==> src/rtl/mult_booth_ctrl.sv <==
// mult_booth_ctrl: radix-2 Booth multiplier sequencer (IDLE/EVAL/SHIFT/DONE); ports clk, rst, start_valid/start_ready, q_lsb={LQ[0],Q_1}, mult_control={load_A,load_B,load_add,shift_HQ_LQ_Q_1,add_sub}, res_valid/res_ready, busy; `BOOTH_SKIP_EN shifts straight from EVAL on q_lsb 00/11
module mult_booth_ctrl #(
  parameter int N = 8
) (
  input  logic       clk,
  input  logic       rst,
  input  logic       start_valid,
  output logic       start_ready,
  input  logic [1:0] q_lsb,
  output logic [4:0] mult_control,
  output logic       res_valid,
  input  logic       res_ready,
  output logic       busy
);
  localparam int CW = $clog2(N + 1);
  typedef enum logic [1:0] {IDLE, EVAL, SHIFT, DONE} state_t;
  state_t state, state_nx;
  logic [CW-1:0] bit_cnt;
  logic load_ab, load_add, shift, add_sub, last, skip;
  assign last = bit_cnt == CW'(N - 1);
`ifdef BOOTH_SKIP_EN
  assign skip = q_lsb[1] == q_lsb[0];
`else
  assign skip = 1'b0;
`endif
  always_ff @(posedge clk) state <= rst ? IDLE : state_nx;
  always_ff @(posedge clk)
    if (rst) bit_cnt <= '0;
    else if (shift) bit_cnt <= bit_cnt + 1'b1;
    else if (state == DONE && res_ready) bit_cnt <= '0;
  always_comb
    case (state)
      IDLE:    state_nx = start_valid ? EVAL : IDLE;
      EVAL:    state_nx = skip ? (last ? DONE : EVAL) : SHIFT;
      SHIFT:   state_nx = last ? DONE : EVAL;
      default: state_nx = res_ready ? IDLE : DONE;
    endcase
  always_comb begin
    start_ready  = !rst && state == IDLE;
    load_ab      = start_ready && start_valid;
    load_add     = !rst && state == EVAL && (q_lsb[1] ^ q_lsb[0]);
    add_sub      = load_add && q_lsb[0];
    shift        = !rst && (state == SHIFT || (state == EVAL && skip));
    res_valid    = !rst && state == DONE;
    busy         = !rst && state != IDLE;
    mult_control = {load_ab, load_ab, load_add, shift, add_sub};
  end
endmodule

==> config.mk <==
export PLATFORM = sky130hd
export DESIGN_NAME = mult_booth_ctrl
export DESIGN_NICKNAME = d
export VERILOG_FILES = /design/src/rtl/mult_booth_ctrl.sv
export SDC_FILE = /design/constraint.sdc
export NUM_CORES = 1
export LEC_CHECK = 0
export ABC_AREA = 1
export CORE_AREA = 3 3 40 42
export CTS_CLUSTER_SIZE = 12
export DETAILED_ROUTE_END_ITERATION = 10
export DIE_AREA = 0 0 43 45
export PLACE_DENSITY_LB_ADDON = 0.3
export SYNTH_ARGS = -nofsm -noshare
export SYNTH_HDL_FRONTEND = slang
export SYNTH_SLANG_ARGS = --single-unit
==> constraint.sdc <==
create_clock -name clk -period 1.8 [get_ports clk]
set_input_delay 0.27 -clock clk [delete_from_list [all_inputs] [get_ports clk]]
set_output_delay 0.27 -clock clk [all_outputs]
set_load 0.01 [all_outputs]
=== After elaboration in Yosys (flattened, before gate mapping) ===
Cells that the tools add are included.

* Register bits after elaboration: 6
* Output and inout port bits: 8
* Memory bits (read-only): 0
* Logic and storage cells: 27
* Bits of input ports: 6
* Memory bits (writable): 0
* Bits in latches: 0
* Memories: 0

* Order comparisons: 0
* Div/mod/pow operators: 0
* Multiplexer cells: 6
* Bitwise logic cells: 1
* Eq/ne operators: 4
* Multipliers: 0
* Reductions and logical operators: 13
* Shifts and indexed selects: 0
* Add/subtract/negate cells: 1

{| class="wikitable"
|+ Operators with widths
! operator !! count
|-
| $logic_and A1 B1 Y1 || 9
|-
| $mux W4 || 2
|-
| $pmux W2 S3 || 1
|-
| $add A4 B1 Y4 const B || 1
|-
| $eq A2 B2 Y1 const B || 2
|-
| $eq A4 B3 Y1 const B || 1
|-
| $mux W2 || 2
|-
| $reduce_bool A2 Y1 || 2
|-
| $eq A2 B1 Y1 const B || 1
|-
| $logic_not A2 Y1 || 1
|-
| $logic_not A1 Y1 || 1
|-
| $mux W1 || 1
|-
| $xor A1 B1 Y1 || 1
|}

=== Logic depth before layout (Yosys ltp) ===
* Depth after elaboration: 4
* Depth in mapped cells: 6
* Depth with buffers taken out: 6

=== Least setup slack after synthesis ===
No wires, ideal clock.

* Path kind: flip-flop to output port
* Start: reg state[1]
* End: out mult_control[3]
* Path buffers: 1
* Path slack: 0.488 ns
* Arrival: 1.042 ns
* Cell stages (with the launch flop): 4
* Data required time: 1.530 ns
* Path through: dfxtp_1 > nor3_1 > and2_1 > buf_4

* Cells in the longest elaborated chain, start to end: 3

{| class="wikitable"
|+ Ends and longest elaborated chain
! what !! line !! source
|-
| from (decl) || 17 || <nowiki>state_t state, state_nx;</nowiki>
|-
| from (signal assigned) || 26 || <nowiki>always_ff @(posedge clk) state <= rst ? IDLE : state_nx;</nowiki>
|-
| $logic_not A2 Y1 || 39 || <nowiki>start_ready = !rst && state == IDLE;</nowiki>
|-
| $logic_and A1 B1 Y1 || 39 ||
|-
| via start_ready || 8 || <nowiki>output logic start_ready,</nowiki>
|-
| $logic_and A1 B1 Y1 || 40 || <nowiki>load_ab = start_ready && start_valid;</nowiki>
|-
| to (decl) || 10 || <nowiki>output logic [4:0] mult_control,</nowiki>
|}

The timed path passes the listed nets, and every way through them passes these cells.

=== Final worst setup path ===
* Start: in rst
* End: out res_valid

* Cells in the longest elaborated chain, start to end: 2

{| class="wikitable"
|+ Ends and longest elaborated chain
! what !! line !! source
|-
| from (decl) || 6 || <nowiki>input logic rst,</nowiki>
|-
| $logic_not A1 Y1 || 44 || <nowiki>res_valid = !rst && state == DONE;</nowiki>
|-
| $logic_and A1 B1 Y1 || 44 ||
|-
| to (decl) || 11 || <nowiki>output logic res_valid,</nowiki>
|}

No other way between the ends.

==> reports/metrics.yaml <==
cts_setup_buffers: 0
finalSetupTns_ns: 0
fin_crit_sh_pct: 95.5
synth_seq_area_share_pct: 29.7
grt_max_degree: 8
finish.net_count: 86
grt_antenna_before_repair: 0
rsz_0062_raised_after_global_routing: "false"
synthTopCellsByArea: "sky130_fd_sc_hd__dfxtp_1 (30%), sky130_fd_sc_hd__nand2_1 (10%), sky130_fd_sc_hd__buf_4 (9.3%), sky130_fd_sc_hd__nor2_1 (5.6%), sky130_fd_sc_hd__a21oi_1 (5.0%)"
dpl.cell_count: 89
fin_total_pwr_uw: 337
cts-root-buf: "sky130_fd_sc_hd__clkbuf_4"
clock_sink_count: 6
vias_in_the_first_global_route: 383
cts_hold_buffers: 0
wire_length_of_the_first_global_routing_pass_um: 1500
mappedNetlistNets: 67
routed-via-count: 400
die_footprint_um2: 1940
synth-compound-area-share_pct: 12.1
htree_levels: 1
mean_syn_cell_area_um2: 6.74
wl_um: 839
synth_common_cells: "sky130_fd_sc_hd__nand2_1 (11), sky130_fd_sc_hd__dfxtp_1 (6), sky130_fd_sc_hd__nor2_1 (6)"
synth.area.mux_share_pct: 0
criticalPathCategory: "in2out"
seq_power_share_pct: 43.1
min_path_type: "reg2reg"
total_grt_overflow: 0
cp_max_fo: 4
synth_top_area_share_pct: 29.7
final-hold-violation-count: 0
setup_viols_final: 0
worstSetupEndpointType: "output pin"
switchingPower_uw: 85.8
groute.usage.overall_pct: 10.2
antenna_violating_nets_post_route: 0
clock_pin_slew_reported_for_the_worst_setup_and_hold_paths_after_clock_tree_synthesis_ns: 0.05
tightestPinTransition_ns: 0.196
synth_register_bits: 6
max_freq_mhz: 582
synthMostInstantiatedCell: "sky130_fd_sc_hd__nand2_1"
ys_warn_count: 0
synth_edf_count: 0
ys_dominant_reg_cell: "sky130_fd_sc_hd__dfxtp_1"
dr.first_iter.drc_count: 3
postSynth.asyncResetShare_pct: 0
drcViolationCount: 0
total_clock_buffers_created_by_cts: 3
power.share.combinational_pct: 20.1
max_cap_violations: 0
firstDrtPassIters: 3
synth_simple_gate_area_share_pct: 37.5
critical_path.startpoint_type: "primary input"
clock_latency_ns: 0.24
synth-adder-area-share_pct: 3.10
worst-endpoint-required_ns: 1.53
worst_ep_arrival_time_ns: 1.45
synth_cell_type_count: 19
post-synth-top-area-cell: "sky130_fd_sc_hd__dfxtp_1"
result_of_the_run: "finished, final reports clean"
synth-xor-area-share_pct: 0
drv_slew: 0
power_density_nw_per_um2: 566
finalCriticalPeriod_ns: 1.72
netlist_area_um2: 404
placeableCoreArea_um2: 1280
setup_ws_ns: 0.0816
layout-drive-gt1-share_pct: 28.6
initial_utilization_pct: 31.5
std_cell_rows: 13
worst_ir_drop_vdd_mv: 0.290
avgViaCountPerCell: 4.35
area_growth_syn_to_layout_pct: 47.4
cts_tree: "built"
finish.cell_count_without_fillers: 92
clockPowerShare_pct: 36.8
synth_top_family_by_area: "simple AND/OR/NAND/NOR gates"
place_ws_ns: -0.178
n_antenna_cell: 0
slew_headroom_pct: 86.8
internal-power_uw: 251
clock_path_buffers: 2
wl_per_cell_um: 9.12
clock-skew-final_ns: 0.000413
hpwl_after_dpl_um: 672
floorplan.io_pins: 14
power_switching_share_pct: 25.5
p_leak_nw: 0.295
die_w_um: 43
routability_congestion_estimate_from_global_placement: 0.773
synth_cells: 60
die_y_um: 45
i_o_buffers: 13
[final cells by class]
| type | count | area (µm²) |
|---|---|---|
| clock buffer | 3 | 22.5 |
| fill | 137 | 689 |
| inverter | 9 | 33.8 |
| multi-input combinational | 40 | 218 |
| sequential | 6 | 125 |
| tap | 15 | 18.8 |
| timing repair buffer | 19 | 178 |
[worst max-delay path, cell delays in order]
cell,delay (ns)
sky130_fd_sc_hd__dlygate4sd2_1,0.28
sky130_fd_sc_hd__buf_4,0.15
sky130_fd_sc_hd__nor3_1,0.18
sky130_fd_sc_hd__clkdlybuf4s50_1,0.56
[placed cells by master (no fill, tap or decap), types with 4 or more instances in the layout]
cell	count
sky130_fd_sc_hd__nand2_1	11
sky130_fd_sc_hd__clkdlybuf4s50_1	8
sky130_fd_sc_hd__nor2_1	6
sky130_fd_sc_hd__buf_4	6
sky130_fd_sc_hd__inv_1	5
sky130_fd_sc_hd__inv_2	4
sky130_fd_sc_hd__nand3_1	4
sky130_fd_sc_hd__a21oi_1	4
sky130_fd_sc_hd__dfxtp_1	4
[registers in the layout, indices dropped and copies added, names as in the netlist]
register,count
bit_cnt,4
state,2
[worst paths after layout]
path | from | cells after the start | slack [ns] | endpoint
worst max-delay path | rst | 4 | 0.08 | res_valid
worst min-delay path | bit_cnt[1] | 2 | 0.50 | bit_cnt[1]
worst max register to register | state[0] | 5 | 0.81 | bit_cnt[3]
worst min register to register | bit_cnt[1] | 2 | 0.50 | bit_cnt[1]
[kinds of logic after synthesis]
kind of cell,Yosys count
adder cells (fa/ha/maj),1
flip-flops,6
buffers and inverters,14
AND/OR/NAND/NOR,30
AO/OA/AOI/OAI,9
[power groups by stage]
stage / logic [mW] / registers [mW] / clock network [mW]
6_report: 0.0677 / 0.145 / 0.124
5_1_grt: 0.0754 / 0.147 / 0.133
4_1_cts: 0.0691 / 0.146 / 0.131
3_5_place_dp: 0.0694 / 0.148 / 0
3_3_place_gp: 0.0687 / 0.147 / 0
2_1_floorplan: 0.0333 / 0.146 / 0
[stage by stage]
| stage | cell area [µm²] | hold WS [ns] | utilization [%] |
|---|---|---|---|
| detailed placement | 561 | 0.493 | 43.6 |
| global placement | 561 | 0.481 | 43.6 |
| CTS | 587 | 0.500 | 45.7 |
| finish | 596 | 0.495 | 46.3 |
| floorplan | 404 | 0.339 | - |
| global route | 596 | 0.526 | 46.3 |
[metal layers]
layer,vias up,track usage [%],wire (µm)
li1,224,-,-
met1,160,13.7,394
met2,14,14.1,355
met3,2,2.39,83
met4,0,7.23,6
met5,-,0,0
[timing repair]
action / 4_1_cts / 5_1_grt
endpoints found under the setup margin: 8 / 4
gates resized for setup: 6 / 4
pin swaps: 0 / 0
Note: power is estimated with default switching activity, not from simulation.
